### config.mk
export PLATFORM = sky130hd
export DESIGN_NAME = trigger_stamper
export DESIGN_NICKNAME = d
export VERILOG_FILES = /design/src/rtl/krd_pkg.sv /design/src/rtl/stamp_fifo.sv /design/src/rtl/trigger_stamper.sv
export SDC_FILE = /design/constraint.sdc
export NUM_CORES = 1
export LEC_CHECK = 0
export CAP_MARGIN = 20
export CORE_MARGIN = 2
export CORE_UTILIZATION = 55
export DETAILED_ROUTE_END_ITERATION = 16
export DONT_BUFFER_PORTS = 1
export HOLD_SLACK_MARGIN = 0.05
export PLACE_DENSITY = 0.79
export SLEW_MARGIN = 20
export SYNTH_ARGS = -nofsm -noshare
export SYNTH_HDL_FRONTEND = slang
export SYNTH_HIERARCHICAL = 1
export SYNTH_SLANG_ARGS = --single-unit
### constraint.sdc
create_clock -name AXIS_ACLK -period 2.9 [get_ports AXIS_ACLK]
set_input_delay 0.58 -clock AXIS_ACLK [delete_from_list [all_inputs] [get_ports AXIS_ACLK]]
set_output_delay 0.58 -clock AXIS_ACLK [all_outputs]
set_load 0.005 [all_outputs]
### src/rtl/krd_pkg.sv
// Shared encodings for the trigger/time-stamp datapath: exec-state codes,
// record header byte and the stamper FSM state type.
package krd_pkg;

  localparam logic [1:0] EXEC_INIT  = 2'b00;
  localparam logic [1:0] EXEC_TRG   = 2'b11;
  localparam logic [7:0] REC_HEADER = 8'hAA;

  typedef enum logic {
    ST_IDLE  = 1'b0,
    ST_ARMED = 1'b1
  } stamp_state_e;

endpackage

### src/rtl/stamp_fifo.sv
// Synchronous record buffer with a registered occupancy count; a write
// offered while full is refused even if a read happens on the same edge.
module stamp_fifo #(
  parameter int unsigned WIDTH = 48,
  parameter int unsigned DEPTH = 4
) (
  input  logic             clk,
  input  logic             rst_n,
  input  logic             wr_en,
  input  logic [WIDTH-1:0] wr_data,
  input  logic             rd_en,
  output logic [WIDTH-1:0] rd_data,
  output logic             full,
  output logic             empty
);

  localparam int unsigned PTR_W = $clog2(DEPTH);
  localparam int unsigned CNT_W = $clog2(DEPTH + 1);

  logic [WIDTH-1:0] mem_q [DEPTH];
  logic [WIDTH-1:0] mem_d [DEPTH];
  logic [PTR_W-1:0] wr_ptr_q, wr_ptr_d;
  logic [PTR_W-1:0] rd_ptr_q, rd_ptr_d;
  logic [CNT_W-1:0] count_q, count_d;
  logic             do_wr;
  logic             do_rd;

  assign full    = (count_q == CNT_W'(DEPTH));
  assign empty   = (count_q == '0);
  assign rd_data = mem_q[rd_ptr_q];
  assign do_wr   = wr_en && !full;
  assign do_rd   = rd_en && !empty;

  always_comb begin
    mem_d    = mem_q;
    wr_ptr_d = wr_ptr_q;
    rd_ptr_d = rd_ptr_q;
    count_d  = count_q;
    if (do_wr) begin
      mem_d[wr_ptr_q] = wr_data;
      wr_ptr_d        = wr_ptr_q + 1'b1;
    end
    if (do_rd) begin
      rd_ptr_d = rd_ptr_q + 1'b1;
    end
    case ({do_wr, do_rd})
      2'b10:   count_d = count_q + 1'b1;
      2'b01:   count_d = count_q - 1'b1;
      default: count_d = count_q;
    endcase
  end

  always_ff @(posedge clk or negedge rst_n) begin
    if (!rst_n) begin
      mem_q    <= '{default: '0};
      wr_ptr_q <= '0;
      rd_ptr_q <= '0;
      count_q  <= '0;
    end else begin
      mem_q    <= mem_d;
      wr_ptr_q <= wr_ptr_d;
      rd_ptr_q <= rd_ptr_d;
      count_q  <= count_d;
    end
  end

endmodule

### src/rtl/trigger_stamper.sv
// Captures start/stop times of each TRG interval and streams one record per
// completed trigger on an AXI-Stream master through a small buffer.
module trigger_stamper
  import krd_pkg::*;
#(
  parameter int unsigned TIME_STAMP_WIDTH = 16,
  parameter int unsigned CH_ID            = 0,
  parameter int unsigned FIFO_DEPTH       = 4
) (
  input  logic                            AXIS_ACLK,
  input  logic                            AXIS_ARESETN,
  input  logic [1:0]                      EXEC_STATE,
  input  logic [TIME_STAMP_WIDTH-1:0]     I_CURRENT_TIME,
  output logic [2*TIME_STAMP_WIDTH+15:0]  M_AXIS_TDATA,
  output logic                            M_AXIS_TVALID,
  input  logic                            M_AXIS_TREADY,
  output logic [15:0]                     O_DROP_COUNT
);

  localparam int unsigned REC_W = 2 * TIME_STAMP_WIDTH + 16;
  localparam logic [6:0]  CH_ID_FIELD = 7'(CH_ID);

  stamp_state_e                state_q, state_d;
  logic [TIME_STAMP_WIDTH-1:0] start_q, start_d;
  logic [15:0]                 drop_cnt_q, drop_cnt_d;
  logic                        rec_wr;
  logic                        rec_wrap;
  logic [REC_W-1:0]            rec_data;
  logic [REC_W-1:0]            fifo_head;
  logic                        fifo_full;
  logic                        fifo_empty;

  // STOP is taken straight from the current time so the record lands in the
  // buffer on the very edge that sees the trigger end.
  assign rec_wrap = (I_CURRENT_TIME < start_q);
  assign rec_data = {REC_HEADER, CH_ID_FIELD, rec_wrap, start_q, I_CURRENT_TIME};

  always_comb begin
    state_d    = state_q;
    start_d    = start_q;
    drop_cnt_d = drop_cnt_q;
    rec_wr     = 1'b0;
    case (state_q)
      ST_IDLE: begin
        if (EXEC_STATE == EXEC_TRG) begin
          state_d = ST_ARMED;
          start_d = I_CURRENT_TIME;
        end
      end
      ST_ARMED: begin
        if (EXEC_STATE == EXEC_INIT) begin
          state_d = ST_IDLE;
        end else if (EXEC_STATE != EXEC_TRG) begin
          rec_wr  = 1'b1;
          state_d = ST_IDLE;
        end
      end
      default: state_d = ST_IDLE;
    endcase
    if (rec_wr && fifo_full && (drop_cnt_q != '1)) begin
      drop_cnt_d = drop_cnt_q + 1'b1;
    end
  end

  always_ff @(posedge AXIS_ACLK or negedge AXIS_ARESETN) begin
    if (!AXIS_ARESETN) begin
      state_q    <= ST_IDLE;
      start_q    <= '0;
      drop_cnt_q <= '0;
    end else begin
      state_q    <= state_d;
      start_q    <= start_d;
      drop_cnt_q <= drop_cnt_d;
    end
  end

  stamp_fifo #(
    .WIDTH (REC_W),
    .DEPTH (FIFO_DEPTH)
  ) u_fifo (
    .clk     (AXIS_ACLK),
    .rst_n   (AXIS_ARESETN),
    .wr_en   (rec_wr),
    .wr_data (rec_data),
    .rd_en   (M_AXIS_TREADY),
    .rd_data (fifo_head),
    .full    (fifo_full),
    .empty   (fifo_empty)
  );

  // Stale buffer contents are masked so TDATA reads zero whenever nothing is offered.
  assign M_AXIS_TVALID = !fifo_empty;
  assign M_AXIS_TDATA  = fifo_empty ? '0 : fifo_head;
  assign O_DROP_COUNT  = drop_cnt_q;

endmodule

==> run metrics <==
status finished, violations left; failing checks negative hold slack; Antenna Nets Post-Route 0; area leader, netlist dfrtp_1; I/O pins 86; DRT Pass-1 Iters 4; share of the synthesized area in the top cell type 0.5370; Max stage delay on crit path 0.74 ns; CTS buffer count 23; top sig layer met4; Pleak 0.005388 µW; final period utilization 0.9595; sequential fraction of the synthesis area 0.5370; dpl hpwl roughly 14 mm; Max FO, Critical Path 21; row count 51; dominant synthesized flop cell dfrtp_1; Critical-path top delay cell dfrtp_4; cell breakdown of the critical path buf_12, mux4_2, nor2b_1; Ant. Diodes 0; Die W 144.2 µm; Worst EP required between 2 and 2.5 ns; post-DR wirelength/cell 20.04 µm; H-tree Lvls 1; final setup fails 0; CP Class flop to primary output; share of layout cells above drive strength 1 0.3818; r2r startpoint start_q[11]; Vias 6005; EDFF count, synth 0; Max rail drop VDD 0.6347 mV; Residual DRC 0; Fmax 359.4 MHz; final hold slack -0.2209 ns; largest net degree at the start of global routing 233; most common cell after layout, fill and taps aside dfrtp_1; commonest non-fill, non-tap cells in the layout dfrtp_1 (230), mux2_2 (195), conb_1 (60); vias in the first global route 6766; final hold violation count 232; ratio of routed vias to standard cells 5.576; Slew headroom 0.5651; Die ar. 20790 µm²; initial antenna violation count 0; synthesized area roughly 11000 µm²; P_int just under 9000 µW; Clk Latency, worst-skew pair 0.51 ns; met2 wire length 11.13 mm; Final #Nets 841; worst path bufs/invs 1; Final Slew Violations 0; Max Buffers Root-to-Sink 3; Clk network pwr share 0.232; PortBufs 0; worst flop-to-flop path endpoint u_fifo/mem_q[80]; CTS tree done; Final Wtd Congestion 0.8032; post-synthesis register bit count 232; HP Class input port to asynchronous set/reset pin; Starting Density 0.5573; grt ovf 0; Area Overhead vs Synth 11.57%; Combinational Power Share 0.332; critical path arrival 2.20 ns; Routed WL ~22 mm; count of filler cells inserted in the layout around 1500; register clock-pin slew on the reported worst setup and hold paths 0.06 ns; setup_tns 0 ns; Worst R2R Setup Slack 0.74 ns; Flop pwr share 0.436; r2r worst-path depth 7; sw frac 0.2930; MaxCap Viol Count 0; Post-Place Cells a little over 1000; CP endpoint kind primary output; GR Util All Layers 0.2165; fin cells roughly 1100; Worst Clk Skew 0.007993 ns; critical path startpoint category flop; root buffer cell clkbuf_16; first-pass GRT wire length 35.09 mm; worst setup path start u_fifo/rd_ptr_q[0]; Slew @ Worst Pin roughly 0.65 ns; PwrDens 1040 nW/µm²; metal3 WL 1.164 mm; unrepaired setup endpoints after global routing false; Metal-1 WL 8.896 mm; synth warn 6; Post-Syn Instances 738; ys async rst share 1.000; initial DRC count 333; fin crit period 2.783 ns; clk sink count approximately 230; Mean Syn Cell Area around 15 µm²; Core Area between 15000 and 20000 µm²; Netlist cell types 47; CP top delay family flip-flops; NetSw between 3000 and 4000 µW; Die Ht 144.2 µm; top post-synthesis cells by area dfrtp_1 (54%), mux2_2 (20%), mux4_2 (10%)
## worst max-delay path by stage
stage               depth (start not counted)  slack, ns           endpoint
floorplan                                   9       0.66  u_fifo/count_q[2]
CTS                                         3       0.06   M_AXIS_TDATA[29]
detailed placement                          9       0.55  u_fifo/count_q[2]
global route                                3       0.01   M_AXIS_TDATA[29]
finish                                      3       0.12   M_AXIS_TDATA[29]
global placement                            9       0.57  u_fifo/count_q[2]
## power groups by stage
stage,clock network [µW],registers [µW],logic [µW]
CTS,2970,5480,4250
finish,2910,5470,4160
floorplan,0,5120,3520
global route,3100,5670,4530
global placement,0,5370,4050
detailed placement,0,5540,4220
## sequential cells by signal, indices dropped and copies added (netlist names)
register,count
u_fifo/count_q,3
O_DROP_COUNT,16
u_fifo/rd_ptr_q,2
start_q,16
u_fifo/mem_q,192
u_fifo/wr_ptr_q,2
state_q,1
## layer usage
| layer | vias up | GRT usage |
|---|---|---|
| met3 | 28 | 0.04470 |
| met2 | 137 | 0.3855 |
| met1 | 3123 | 0.2771 |
| met5 | - | 0 |
| li1 | 2717 | - |
| met4 | 0 | 0.04497 |
## metrics by stage
step	total power [µW]	utilization	setup WS, ns	cell area (µm²)	hold slack (ns)
floorplan	8641	-	0.6558	11030	0.2844
global placement	9421	0.5837	0.5650	11320	0.2981
detailed placement	9761	0.5837	0.5523	11320	0.2969
CTS	12700	0.6218	0.06354	12060	-0.2331
global route	13300	0.6218	0.01028	12060	-0.2409
finish	12540	0.6218	0.1173	12060	-0.2209
## layout make-up
cell class / instances / area [µm²] / area share
Inverter: 22 / 82.58 / 0.006846
Clock inverter: 11 / 110.1 / 0.009129
Sequential cell: 232 / 5811 / 0.4817
Timing Repair Buffer: 15 / 162.7 / 0.01349
Multi-Input combinational cell: 503 / 4936 / 0.4092
Tap cell: 265 / 331.6 / 0.02749
Clock buffer: 29 / 628.1 / 0.05207
## repair_timing
action	in CTS	in global routing
resized for setup	0	0
hold endpoints to repair	232	232
buffers inserted	0	0
## cell usage after synthesis, types with 2 or more instances
cell type	count
nor2b_1	49
conb_1	2
a21oi_1	6
buf_6	8
dfrtp_1	232
and4_1	2
mux4_2	48
a31oi_1	3
xor2_1	9
nand2b_1	3
o21ai_0	19
nor2_1	11
nand3_1	6
buf_4	4
nand4_1	5
buf_1	3
ha_1	22
mux2_2	195
inv_1	22
buf_2	14
nand2_1	26
clkbuf_1	10
nor3_1	8
xnor2_1	8
## logic make-up (layout without fill, tap and decap cells)
group | count (synthesis) | after routing | share of synthesized area
muxes | 245 | 245 | 0.3054
adders and majority gates | 23 | 23 | 0.02731
and+or+nand+nor | 125 | 125 | 0.06864
AOI/OAI and AO/OA | 33 | 33 | 0.01736
DFF | 232 | 232 | 0.5370
other | 2 | 60 | 0.0006947
xor gates and xnor gates | 17 | 17 | 0.01377
buffers and inverters | 61 | 77 | 0.02975
## worst register-to-register path, cell delays in order, from the launching register on
cell      delay (ns)
dfrtp_1         0.45
inv_1           0.09
ha_1            0.31
and4_1          0.24
nand3b_1        0.09
or4_1           0.41
o211a_1         0.18
mux2_2          0.28
Power figures use the tool's default switching activity.
